===== config.mk =====
export PLATFORM = sky130hd
export DESIGN_NAME = sqrt_iter_flat
export DESIGN_NICKNAME = d
export VERILOG_FILES = /design/src/rtl/sqrt_iter_pkg.sv /design/src/rtl/sqrt_iter_if.sv /design/src/rtl/sqrt_iter_step.sv /design/src/rtl/sqrt_iter.sv /design/src/flat_wrapper.sv
export SDC_FILE = /design/constraint.sdc
export NUM_CORES = 1
export LEC_CHECK = 0
export CORE_ASPECT_RATIO = 1.1
export CORE_MARGIN = 2
export CORE_UTILIZATION = 29
export DETAILED_ROUTE_END_ITERATION = 16
export GPL_TIMING_DRIVEN = 0
export SLEW_MARGIN = 5
export SYNTH_ARGS = -nofsm -noshare
export SYNTH_HDL_FRONTEND = slang
export SYNTH_SLANG_ARGS = --single-unit

===== constraint.sdc =====
create_clock -name Clk -period 3.27 [get_ports Clk]
set_input_delay 0.654 -clock Clk [delete_from_list [all_inputs] [get_ports Clk]]
set_output_delay 0.654 -clock Clk [all_outputs]
set_load 0.02 [all_outputs]

===== src/rtl/sqrt_iter_pkg.sv =====
// Shared types and width helpers for the iterative integer square-root unit.
package sqrt_iter_pkg;

    typedef enum logic [1:0] {
        IDLE = 2'd0,
        CALC = 2'd1,
        DONE = 2'd2
    } state_t;

    // Root width for a W-bit radicand.
    function automatic int root_w(input int w);
        return w / 2;
    endfunction

    // Remainder width: the largest remainder 2*(2^RW-1) needs one extra bit.
    function automatic int rem_w(input int w);
        return (w / 2) + 1;
    endfunction

endpackage


===== src/rtl/sqrt_iter_if.sv =====
// Request/result bundle between a requester and sqrt_iter.
interface sqrt_iter_if #(parameter int W = 16);
    import sqrt_iter_pkg::*;

    logic                   start;
    logic [W-1:0]           A;
    logic                   busy;
    logic                   ack;
    logic [root_w(W)-1:0]   R;
    logic [rem_w(W)-1:0]    Rem;

    modport master (output start, A, input busy, ack, R, Rem);
    modport slave  (input start, A, output busy, ack, R, Rem);

endinterface


===== src/rtl/sqrt_iter_step.sv =====
// One digit of the shift/subtract square root: resolves a single root bit.
module sqrt_iter_step #(
    parameter int RW = 8
) (
    input  logic [RW+1:0] r,
    input  logic [RW-1:0] q,
    input  logic [1:0]    bits,
    output logic [RW+1:0] r_nxt,
    output logic [RW-1:0] q_nxt
);
    logic [RW+1:0] r_sh;
    logic [RW+1:0] trial;
    logic          ge;
    logic [RW:0]   q_wide;

    // r never exceeds RW bits before a step, so the top two bits of r are dropped by the shift.
    assign r_sh   = {r[RW-1:0], bits};
    assign trial  = {q, 2'b01};
    assign ge     = (r_sh >= trial);
    assign r_nxt  = ge ? (r_sh - trial) : r_sh;
    assign q_wide = {q, ge};
    assign q_nxt  = q_wide[RW-1:0];

endmodule


===== src/rtl/sqrt_iter.sv =====
// Iterative floor square root with remainder; one root bit per clock.
// Optional round-to-nearest root output: define SQRT_ITER_ROUND_EN.
module sqrt_iter
    import sqrt_iter_pkg::*;
#(
    parameter int W = 16
) (
    input  logic         Clk,
    input  logic         Rst_n,
    sqrt_iter_if.slave   bus
);
    localparam int RW  = root_w(W);
    localparam int RMW = rem_w(W);
    localparam int CW  = (RW > 1) ? $clog2(RW) : 1;

    if ((W < 2) || ((W % 2) != 0)) begin : g_bad_w
        $error("sqrt_iter: W must be even and at least 2");
    end

    state_t          state;
    logic [W-1:0]    x;
    logic [RW-1:0]   q, q_nxt;
    logic [RW+1:0]   r, r_nxt;
    logic [CW-1:0]   i;
    logic [RW-1:0]   root;

    sqrt_iter_step #(.RW(RW)) u_step (
        .r     (r),
        .q     (q),
        .bits  (x[W-1 -: 2]),
        .r_nxt (r_nxt),
        .q_nxt (q_nxt)
    );

`ifdef SQRT_ITER_ROUND_EN
    // r > q on the final step means A >= q^2+q+1; an all-ones q saturates.
    always_comb begin
        root = q_nxt;
        if ((r_nxt > {2'b00, q_nxt}) && !(&q_nxt))
            root = q_nxt + 1'b1;
    end
`else
    assign root = q_nxt;
`endif

    always_ff @(posedge Clk or negedge Rst_n) begin
        if (!Rst_n) begin
            state    <= IDLE;
            x        <= '0;
            q        <= '0;
            r        <= '0;
            i        <= '0;
            bus.busy <= 1'b0;
            bus.ack  <= 1'b0;
            bus.R    <= '0;
            bus.Rem  <= '0;
        end else begin
            case (state)
                IDLE: begin
                    if (bus.start) begin
                        x        <= bus.A;
                        q        <= '0;
                        r        <= '0;
                        i        <= CW'(RW - 1);
                        bus.busy <= 1'b1;
                        state    <= CALC;
                    end
                end
                CALC: begin
                    x <= x << 2;
                    q <= q_nxt;
                    r <= r_nxt;
                    if (i == '0) begin
                        bus.R   <= root;
                        bus.Rem <= r_nxt[RMW-1:0];
                        bus.ack <= 1'b1;
                        state   <= DONE;
                    end else begin
                        i <= i - 1'b1;
                    end
                end
                DONE: begin
                    bus.ack  <= 1'b0;
                    bus.busy <= 1'b0;
                    state    <= IDLE;
                end
                default: state <= IDLE;
            endcase
        end
    end

endmodule


===== src/flat_wrapper.sv =====
// flat-port wrapper written by rule: the top's interface ports become plain ports
module sqrt_iter_flat import sqrt_iter_pkg::*;
#(
    parameter int W = 16
)
  (Clk, Rst_n, bus_start, bus_A, bus_busy, bus_ack, bus_R, bus_Rem);
  sqrt_iter_if #(.W(W)) bus_i ();
  input  logic Clk;
  input  logic Rst_n;
  input wire logic [$bits(bus_i.start)-1:0] bus_start;
  input wire logic [$bits(bus_i.A)-1:0] bus_A;
  output wire logic [$bits(bus_i.busy)-1:0] bus_busy;
  output wire logic [$bits(bus_i.ack)-1:0] bus_ack;
  output wire logic [$bits(bus_i.R)-1:0] bus_R;
  output wire logic [$bits(bus_i.Rem)-1:0] bus_Rem;
  assign bus_i.start = bus_start;
  assign bus_i.A = bus_A;
  assign bus_busy = bus_i.busy;
  assign bus_ack = bus_i.ack;
  assign bus_R = bus_i.R;
  assign bus_Rem = bus_i.Rem;
  sqrt_iter #(.W(W)) u_core (.Clk(Clk), .Rst_n(Rst_n), .bus(bus_i));
endmodule

==> results.json <==
{
  "status": "completed",
  "final_cells": 465,
  "grt_pass1_wl_um": 11400,
  "power_density_mw_per_mm2": 1182,
  "setup_viol": 0,
  "synth_area_leader_cell": "dfrtp_1",
  "ys_ff_latch": 56,
  "grt_pass1_vias": 2377,
  "areaGrowthSynthToFinish_pct": 21.85,
  "viasPerCell": 5.017,
  "wire_per_inst_um": 14.98,
  "r2r_end": "u_core.bus.Rem[7]$_DFFE_PN0P_",
  "htree_levels": 2,
  "die-area_mm2": 0.01072,
  "core_area_mm2": 0.009747,
  "ys_seq_area_share_pct": 48.76,
  "initial_core_util_pct": 29.49,
  "synth-async-reset-ratio_pct": 100.0,
  "cts.path.max_buffers": 2,
  "fin_nets": 375,
  "synth_simple_gate_area_share_pct": 14.19,
  "max_freq_mhz": 445.3,
  "reg2reg_slack_ns": 1.02,
  "synth.mux.area_fraction_pct": 4.571,
  "grt_overflow_total": 0,
  "ys.flop_type": "dfrtp_1",
  "ys_types": 48,
  "syn_nets": 330,
  "final_core_util_pct": 35.93,
  "io_buffer_count": 37,
  "yosys_warnings": 0,
  "drt_wl_total_um": 6964,
  "r2r_cells": 6,
  "ir_drop_mv": 0.4532,
  "path_delay_family": "compound AO/OA/AOI/OAI gates",
  "num_io_pins": 38,
  "cp_slowest_cell": "dfrtp_1",
  "path_class": "reg2reg",
  "maxCapViolCount": 0,
  "track_usage_pct": 13.21,
  "synth_area_leaders": "dfrtp_1 (49%), o21ai_0 (6.6%), nand2_1 (6.1%)",
  "place_ws_ns": 0.7280,
  "crit_arrival_ns": 2.47,
  "hold_viol": 0,
  "holdWs_ns": 0.2850,
  "cp_slowest_stage_delay_ns": 0.46,
  "yosysMostFrequentCell": "dfrtp_1",
  "syn_inst": 299,
  "drive_above_1_share_pct": 8.406,
  "cts_tree": "built",
  "grt_max_degree": 38,
  "synth_compound_area_share_pct": 21.07,
  "fp.dieH_um": 108.4,
  "numCtsBuffers": 5,
  "ctsResizeCount": 0,
  "synth_xor_xnor_area_share_pct": 1.219,
  "fin_ws_ns": 1.025,
  "fin_crit_ns": 2.245,
  "p_leak_uw": 0.001499,
  "num_rows": 38,
  "clk_pin_slew_ns": 0.10,
  "gp_congestion": 0.8841,
  "rsz0062_at_grt": "false",
  "synth_commonest_cells": "dfrtp_1 (56), nand2_1 (47), o21ai_0 (38), inv_1 (16), nor2_1 (14)",
  "slew_headroom_pct": 48.99,
  "path_cells": "ha_1, a21o_1, mux2_2, nor4_1, o21ai_0, o21ai_0",
  "tightest_slew_ns": 0.7636,
  "fin_skew_ns": 0.005116,
  "antenna_cells": 0,
  "r2r-start": "u_core.r[4]$_DFFE_PN0P_",
  "synth_edf_count": 0,
  "timing.critical_path.buf_inv": 0,
  "synth_top_family_by_area": "compound AO/OA/AOI/OAI gates",
  "dp_cells": 457,
  "start_kind": "flip-flop",
  "clkLatencyLatePin_ns": 0.31,
  "dp_hpwl_um": 5140,
  "synthAdderAreaFrac_pct": 5.224,
  "dr_total_vias": 2333,
  "grt_antenna_before_repair": 0,
  "maxSlewViolCount": 0,
  "period_share_pct": 68.67,
  "fillers": 987,
  "syn_area_mm2": 0.002874,
  "synth_area_per_cell_um2": 9.612,
  "drc": 0,
  "first_pass_iters": 4,
  "holdCritPathClass": "in2async",
  "crit_path_frequent_cell": "o21ai_0",
  "numClockSinks": 56,
  "synth_top_cell_area_share_pct": 48.76,
  "cts_setup_buffers": 0,
  "hold_buffers": 0,
  "die_w_um": 98.92,
  "cp_max_fo": 7,
  "tns_ns": 0,
  "endpoint_kind": "flip-flop",
  "clock-root-buffer": "clkbuf_8",
  "first_iter_violations": 111,
  "postRouteAntennaNets": 0,
  "required_ns": 3.50
}
where the power goes:
group	switching, µW	internal, µW	leakage, µW	total, µW
logic	1480	1040	0.000754	2520
registers	208	1010	0.000695	1220
clock network	230	170	0.0000510	400
total	1920	2220	0.00150	4140
registers in the layout, summed over array words and instances (netlist names), 2 cells and up:
| name | cells |
|---|---|
| u_core.x | 16 |
| u_core.bus.Rem | 9 |
| u_core.bus.R | 8 |
| u_core.q | 8 |
| u_core.r | 8 |
| u_core.i | 3 |
| u_core.state | 2 |
worst reg2reg max path: cells and delay by family (launching register included):
kind                     cells  cell delay (ns)
multiplexers                 1             0.33
adder cells (fa/ha/maj)      1             0.42
AO/OA/AOI/OAI                3             0.59
AND/OR/NAND/NOR              1             0.35
flip-flops                   1             0.46
layout by cell type (no fill, tap or decap), drive strengths merged, types with 5 or more instances in the layout:
master         synthesis  final
dfrtp                 56     56
clkdlybuf4s50          0     36
nor2                  14     14
buf                    8     10
clkbuf                 8     14
nand2                 48     48
nand3                  5      5
o21ai                 40     40
inv                   16     16
mux2i                 12     12
and2                   6      6
ha                    12     12
o31ai                  6      6
a21oi                 14     14
stage by stage:
stage | instance area [µm²] | power [µW]
after floorplan | 2874 | 3001
after global placement | 3395 | 3706
after detailed placement | 3410 | 3767
after CTS | 3502 | 4178
after global routing | 3502 | 4504
final | 3502 | 4141
worst max path at each step:
stage | endpoint | cells past startpoint | slack (ns) | start
4_1_cts | u_core.bus.Rem[7]$_DFFE_PN0P_ | 6 | 0.99 | u_core.r[4]$_DFFE_PN0P_
5_1_grt | u_core.bus.Rem[7]$_DFFE_PN0P_ | 6 | 0.91 | u_core.r[4]$_DFFE_PN0P_
6_report | u_core.bus.Rem[7]$_DFFE_PN0P_ | 6 | 1.02 | u_core.r[4]$_DFFE_PN0P_
2_1_floorplan | u_core.r[2]$_DFFE_PN0P_ | 8 | 1.27 | u_core.r[3]$_DFFE_PN0P_
3_5_place_dp | u_core.x[11]$_DFFE_PN0P_ | 4 | 0.73 | bus_start
3_3_place_gp | u_core.x[8]$_DFFE_PN0P_ | 1 | -0.25 | Rst_n
cell type report:
class	instances	area [µm²]	share of cell area (%)
buffer	16	82.58	2.358
clock buffer	6	82.58	2.358
clock inverter	2	10.01	0.2858
inverter	16	60.06	1.715
multi-input combinational	211	1330	37.98
sequential	56	1401	40.01
tap	120	150.1	4.287
timing repair buffer	38	385.4	11.00
kinds of logic after synthesis:
group | after synthesis
AO/OA/AOI/OAI | 92
XOR/XNOR | 4
adder cells (fa/ha/maj) | 12
buffers and inverters | 32
flip-flops | 56
multiplexers | 13
AND/OR/NAND/NOR | 90
routing by layer:
metal / share of wire, % / GRT usage [%] / vias up
met5: 0 / 0 / -
met4: 0.90 / 2.838 / 0
met3: 3.9 / 3.103 / 8
met2: 49 / 22.78 / 40
met1: 46 / 16.91 / 1139
li1: - / - / 1146
Note: power is estimated with default switching activity, not from simulation.
